===== src/rtl/pwr_seq_pkg.sv =====
// pwr_seq_pkg: shared constants for the staged rail sequencer.
//   CNT_W   - width of the inter-stage step counter
//   IDX_W   - width of the "rails currently enabled" index (covers 0..16)
//   state_t - sequencer state encoding (3 bits)
package pwr_seq_pkg;

    localparam int unsigned CNT_W = 31;
    localparam int unsigned IDX_W = 5;

    typedef logic [2:0] state_t;

    localparam state_t StOff      = 3'd0;
    localparam state_t StRampUp   = 3'd1;
    localparam state_t StOn       = 3'd2;
    localparam state_t StRampDown = 3'd3;
    localparam state_t StFault    = 3'd4;

endpackage


===== src/rtl/pwr_step_timer.sv =====
// pwr_step_timer: free-running inter-stage step counter, 0..StepLast.
//   i_Sys_clk - system clock
//   i_Rst     - synchronous active-high reset
//   i_Clr     - hold the counter at zero
//   o_Tc      - terminal count, high while the counter equals StepLast
module pwr_step_timer
    import pwr_seq_pkg::*;
#(
    parameter logic [CNT_W-1:0] StepLast = '0
) (
    input  logic i_Sys_clk,
    input  logic i_Rst,
    input  logic i_Clr,
    output logic o_Tc
);

    logic [CNT_W-1:0] cnt_q, cnt_d;

    assign o_Tc = (cnt_q == StepLast);

    always_comb begin
        cnt_d = cnt_q + CNT_W'(1);
        if (i_Clr || o_Tc) begin
            cnt_d = '0;
        end
    end

    always_ff @(posedge i_Sys_clk) begin
        if (i_Rst) begin
            cnt_q <= '0;
        end else begin
            cnt_q <= cnt_d;
        end
    end

endmodule


===== src/rtl/power_sequencer.sv =====
// power_sequencer: ramps NUM_STAGES rail enables up in order (bit 0 first) and down in
// reverse order, one rail per STEP_TIME*SYSCLK_FREQ clocks, from a level power request.
//   i_Sys_clk       - system clock
//   i_Rst           - synchronous active-high reset
//   i_Pwr_req       - 1 = power up, 0 = power down
//   i_Fault         - fault flag (honoured only when PWR_SEQ_FAULT_EN is defined)
//   o_Rail_en       - rail enables
//   o_Pwr_good      - all rails up (ON)
//   o_Pwr_off       - all rails down (OFF)
//   o_Busy          - ramping up or down
//   o_Fault_latched - in FAULT
// Build option: define PWR_SEQ_FAULT_EN to enable the fault latch; otherwise i_Fault is
// ignored and o_Fault_latched is tied low.
module power_sequencer
    import pwr_seq_pkg::*;
#(
    parameter int unsigned SYSCLK_FREQ = 125,
    parameter int unsigned STEP_TIME   = 1000,
    parameter int unsigned NUM_STAGES  = 4
) (
    input  logic                  i_Sys_clk,
    input  logic                  i_Rst,
    input  logic                  i_Pwr_req,
    input  logic                  i_Fault,
    output logic [NUM_STAGES-1:0] o_Rail_en,
    output logic                  o_Pwr_good,
    output logic                  o_Pwr_off,
    output logic                  o_Busy,
    output logic                  o_Fault_latched
);

    localparam longint unsigned StepCnt = longint'(STEP_TIME) * longint'(SYSCLK_FREQ);
    localparam logic [IDX_W-1:0] LastIdx = IDX_W'(NUM_STAGES - 1);

    if (StepCnt < 64'd1 || StepCnt > 64'h7FFF_FFFF) begin : gen_bad_step
        $error("power_sequencer: STEP_TIME*SYSCLK_FREQ must be in 1..2^31-1");
    end
    if (NUM_STAGES < 1 || NUM_STAGES > 16) begin : gen_bad_stages
        $error("power_sequencer: NUM_STAGES must be in 1..16");
    end

    state_t                  state_q, state_d;
    logic [IDX_W-1:0]        idx_q, idx_d;
    logic [NUM_STAGES-1:0]   rail_q, rail_d;
    logic                    step_clr;
    logic                    step_tc;

    pwr_step_timer #(
        .StepLast(CNT_W'(StepCnt - 64'd1))
    ) u_step_timer (
        .i_Sys_clk(i_Sys_clk),
        .i_Rst    (i_Rst),
        .i_Clr    (step_clr),
        .o_Tc     (step_tc)
    );

    // Rails are always a thermometer code of idx_q ones from bit 0, so a single shift
    // raises the next rail or drops the highest one.
    always_comb begin
        state_d  = state_q;
        idx_d    = idx_q;
        rail_d   = rail_q;
        step_clr = 1'b0;

        case (state_q)
            StOff: begin
                step_clr = 1'b1;
                if (i_Pwr_req) begin
                    state_d = StRampUp;
                end
            end
            StRampUp: begin
                if (!i_Pwr_req) begin
                    // Abort wins over a coincident step; nothing to ramp down if no rail is up.
                    step_clr = 1'b1;
                    state_d  = (idx_q == '0) ? StOff : StRampDown;
                end else if (step_tc) begin
                    rail_d = (rail_q << 1) | NUM_STAGES'(1);
                    idx_d  = idx_q + IDX_W'(1);
                    if (idx_q == LastIdx) begin
                        state_d = StOn;
                    end
                end
            end
            StOn: begin
                step_clr = 1'b1;
                if (!i_Pwr_req) begin
                    state_d = StRampDown;
                end
            end
            StRampDown: begin
                // Request is ignored here; the ramp always runs to OFF.
                if (step_tc) begin
                    rail_d = rail_q >> 1;
                    idx_d  = idx_q - IDX_W'(1);
                    if (idx_q == IDX_W'(1)) begin
                        state_d = StOff;
                    end
                end
            end
            StFault: begin
                step_clr = 1'b1;
`ifdef PWR_SEQ_FAULT_EN
                if (!i_Fault && !i_Pwr_req) begin
                    state_d = StOff;
                end
`else
                state_d = StOff;
`endif
            end
            default: begin
                step_clr = 1'b1;
                state_d  = StOff;
                idx_d    = '0;
                rail_d   = '0;
            end
        endcase

`ifdef PWR_SEQ_FAULT_EN
        if (i_Fault && (state_q != StFault)) begin
            state_d  = StFault;
            idx_d    = '0;
            rail_d   = '0;
            step_clr = 1'b1;
        end
`endif
    end

    always_ff @(posedge i_Sys_clk) begin
        if (i_Rst) begin
            state_q <= StOff;
            idx_q   <= '0;
            rail_q  <= '0;
        end else begin
            state_q <= state_d;
            idx_q   <= idx_d;
            rail_q  <= rail_d;
        end
    end

    assign o_Rail_en  = rail_q;
    assign o_Pwr_good = (state_q == StOn);
    assign o_Pwr_off  = (state_q == StOff);
    assign o_Busy     = (state_q == StRampUp) || (state_q == StRampDown);

`ifdef PWR_SEQ_FAULT_EN
    assign o_Fault_latched = (state_q == StFault);
`else
    assign o_Fault_latched = 1'b0;
    logic unused_fault;
    assign unused_fault = i_Fault;
`endif

endmodule


===== config.mk =====
export PLATFORM = sky130hd
export DESIGN_NAME = power_sequencer
export DESIGN_NICKNAME = d
export VERILOG_FILES = /design/src/rtl/pwr_seq_pkg.sv /design/src/rtl/pwr_step_timer.sv /design/src/rtl/power_sequencer.sv
export SDC_FILE = /design/constraint.sdc
export NUM_CORES = 1
export LEC_CHECK = 0
export ABC_AREA = 1
export ABC_CLOCK_PERIOD_IN_PS = 1600
export BUFFER_PORTS_ARGS = -buffer_cell sky130_fd_sc_hd__buf_2
export CAP_MARGIN = 40
export CORE_MARGIN = 2
export CORE_UTILIZATION = 55
export CTS_CLUSTER_DIAMETER = 30
export DETAILED_ROUTE_END_ITERATION = 10
export HOLD_SLACK_MARGIN = 0.15
export PLACE_DENSITY = 0.77
export SLEW_MARGIN = 5
export SYNTH_ARGS = -nofsm -noshare
export SYNTH_HDL_FRONTEND = slang
export SYNTH_HIERARCHICAL = 1
export SYNTH_SLANG_ARGS = --single-unit

===== constraint.sdc =====
create_clock -name i_Sys_clk -period 1.6 [get_ports i_Sys_clk]
set_input_delay 0.16 -clock i_Sys_clk [delete_from_list [all_inputs] [get_ports i_Sys_clk]]
set_output_delay 0.16 -clock i_Sys_clk [all_outputs]
set_load 0.02 [all_outputs]

==> results_dict.tcl <==
set metrics [dict create \
    required_ns 1.86 \
    drtAntennaViolNets 0 \
    path_buf_inv 4 \
    min_period_ns 1.68 \
    grt_usage_pct 24.4 \
    h-tree-depth 2 \
    avgViaCountPerCell 5.07 \
    whs_ns 0.286 \
    critPathArrivalTime_ns 1.94 \
    gp_congestion 0.928 \
    first_pass_iters 5 \
    outcome "finished, violations left" \
    violations "setup timing" \
    powerDensity_nw_per_um2 764 \
    overflow 0 \
    clock_path_buffers 2 \
    fillers 419 \
    drt_wl_total_mm 6.32 \
    setup_tns_ns -0.330 \
    crit_top_cell "nand2_1" \
    seq_area_frac_synth_pct 31.5 \
    synth_area_leaders "dfxtp_1 (32%), nand2_1 (19%), nor2_1 (13%)" \
    die_h_um 73.6 \
    setup_ws_ns -0.0767 \
    start_kind "register" \
    tritoncts "yes" \
    internal_power_mw 1.79 \
    place_inst 520 \
    ys_ff_latch 42 \
    row_count 25 \
    grt_pass1_vias 2435 \
    dp_hpwl_mm 4.65 \
    power.share.combinational_pct 12.7 \
    syn_nets 444 \
    power_mw 2.44 \
    min_from "i_Pwr_req" \
    core_um2 4690 \
    clk_pin_slew_ns 0.09 \
    clock-root-buffer "clkbuf_8" \
    stdcell_count 534 \
    clock_latency_ns 0.30 \
    antenna_found_initial 0 \
    synth_largest_area_cell "dfxtp_1" \
    post-place-ws_ns -0.0920 \
    port_buffers 9 \
    worstSetupPathType "register to register" \
    grt_max_degree 30 \
    start_util_pct 56.9 \
    drc 0 \
    yosys.cell_types.count 26 \
    max_cap_viol_count 0 \
    period_share_pct 105 \
    synth.avg_cell_area_um2 6.13 \
    synth_warnings 6 \
    drt_iter0_drc 222 \
    crit_start "u_step_timer/cnt_q[1]" \
    grt_pass1_wl_mm 10.4 \
    seq_power_share_pct 45.3 \
    crit_slowest_cell "dfxtp_2" \
    io_pins 12 \
    post-synth-top-area-fraction_pct 31.5 \
    postSynthCellCount 435 \
    crit_chain "ha_4, inv_2, nor2_1, nand2_1, nor2_1, nand2_1, nor2_4, buf_4, nand3_4, buf_6, a21oi_1, nand2_1, inv_1" \
    die-area_um2 5420 \
    worstSetupEndpointType "register" \
    cp_slowest_stage_delay_ns 0.36 \
    num-nets-final 488 \
    vdd_drop_max_uv 650 \
    worstPathMaxFanout 5 \
    r2r-start "u_step_timer/cnt_q[1]" \
    rsz0062_at_grt "yes" \
    clock_skew_ns 0.00544 \
    hold_viol_final 0 \
    pwr-share-clk_pct 42.0 \
    power.leakage_nw 1.30 \
    setup_viol 10 \
    drive_above_1_share_pct 17.7 \
    fmaxAchievable_mhz 596 \
    synth_area_um2 2670 \
    crit_family "simple AND/OR/NAND/NOR gates" \
    die_w_um 73.6 \
    holdCritPathClass "input port to register" \
    wl_per_cell_um 11.8 \
    multi_input_area_um2 1610 \
    switching_share_pct 26.6 \
    diodes 0 \
    final-max-slew-violation-count 0 \
    cts_inserted_buffers 5 \
    vias 2708 \
    clock_sinks 42 \
    syn_to_final_growth_pct 19.7 \
    p_sw_mw 0.650 \
    seq_area_um2 843 \
]
[tightest hold or removal path: stages]
cell and delay, ns:
buf_2 0.09, nand2_1 0.05, nand2_1 0.05, nand2_1 0.09
nand2_1 0.07, nor2_1 0.04
[cells in the final DEF, fill, tap and decap left out, types with 9 or more instances in the layout]
cell	n
nand2_1	132
nand3_1	27
inv_1	52
buf_4	32
buf_2	9
xor2_1	11
nor2_4	9
nor2_1	92
dfxtp_1	40
a21oi_1	13
o21ai_0	10
[Yosys cell counts]
cell type and number:
nand4_1 3, buf_6 2, o21ai_0 10, and2_1 2
nand3b_1 3, buf_4 3, nand3_1 28, dfxtp_1 42
clkbuf_1 1, inv_2 2, nand2_2 5, nand3_4 1
nand2_1 133, ha_1 5, a31oi_1 1, xnor2_1 3
buf_2 2, nor2_1 95, conb_1 1, o22ai_1 1
nor2_2 3, a21oi_1 13, inv_1 54, nor2_4 8
nand2_4 3, xor2_1 11
[final cells by class]
class	count	area share, %
clock buffers	5	2.15
clock inverters	3	2.15
inverters	56	6.66
multi-input cells	330	50.3
flip-flops and latches	42	26.4
well taps	54	2.12
repair buffers	44	10.2
[power groups by stage]
stage               Clock [mW]  Combinational (mW)  Sequential (mW)
finish                    1.02               0.310             1.11
global route              1.09               0.349             1.11
CTS                       1.03               0.302             1.10
detailed placement           0               0.293             1.12
global placement             0               0.290             1.12
floorplan                    0               0.247             1.10
[worst paths after layout]
path	slack, ns	end	cells past startpoint
hold / removal	0.29	state_q[0]	6
hold reg to reg	0.48	o_Rail_en[3]	2
setup reg to reg	-0.08	idx_q[3]	13
setup / recovery	-0.08	idx_q[3]	13
[sequential cells by signal (all words and copies together), names as in the netlist]
register and count:
state_q 2, o_Rail_en 4, idx_q 5, u_step_timer/cnt_q 31
[per-layer routing]
| layer | share of wire, % | GRT usage (%) | up-vias |
|---|---|---|---|
| met4 | 1.4 | 8.48 | 0 |
| met5 | 0 | 0 | - |
| met1 | 44 | 31.9 | 1211 |
| met2 | 49 | 40.2 | 83 |
| li1 | - | - | 1405 |
| met3 | 5.5 | 4.66 | 9 |
[cells by family after synthesis]
kind of cell | synth area share [%]
AO/OA/AOI/OAI | 4.78
buffers and inverters | 10.1
AND/OR/NAND/NOR | 46.5
adder cells (fa/ha/maj) | 2.35
other | 0.141
XOR/XNOR | 4.60
flip-flops | 31.5
[per-stage QoR]
stage	util [%]	area (um^2)
final	68.1	3190
after CTS	67.0	3150
after floorplan	-	2680
after detailed placement	63.3	2970
after global placement	63.3	2970
after global routing	68.1	3190
[repair_timing]
item | in CTS | in global routing
pin swaps | 7 | 16
setup buffers | 1 | 3
resized for setup | 7 | 5
setup endpoints to repair | 8 | 12
hold endpoints to repair | 1 | 0
gates cloned | 0 | 1
hold buffers | 1 | 0
No activity file was read; power rests on OpenSTA's default activity.
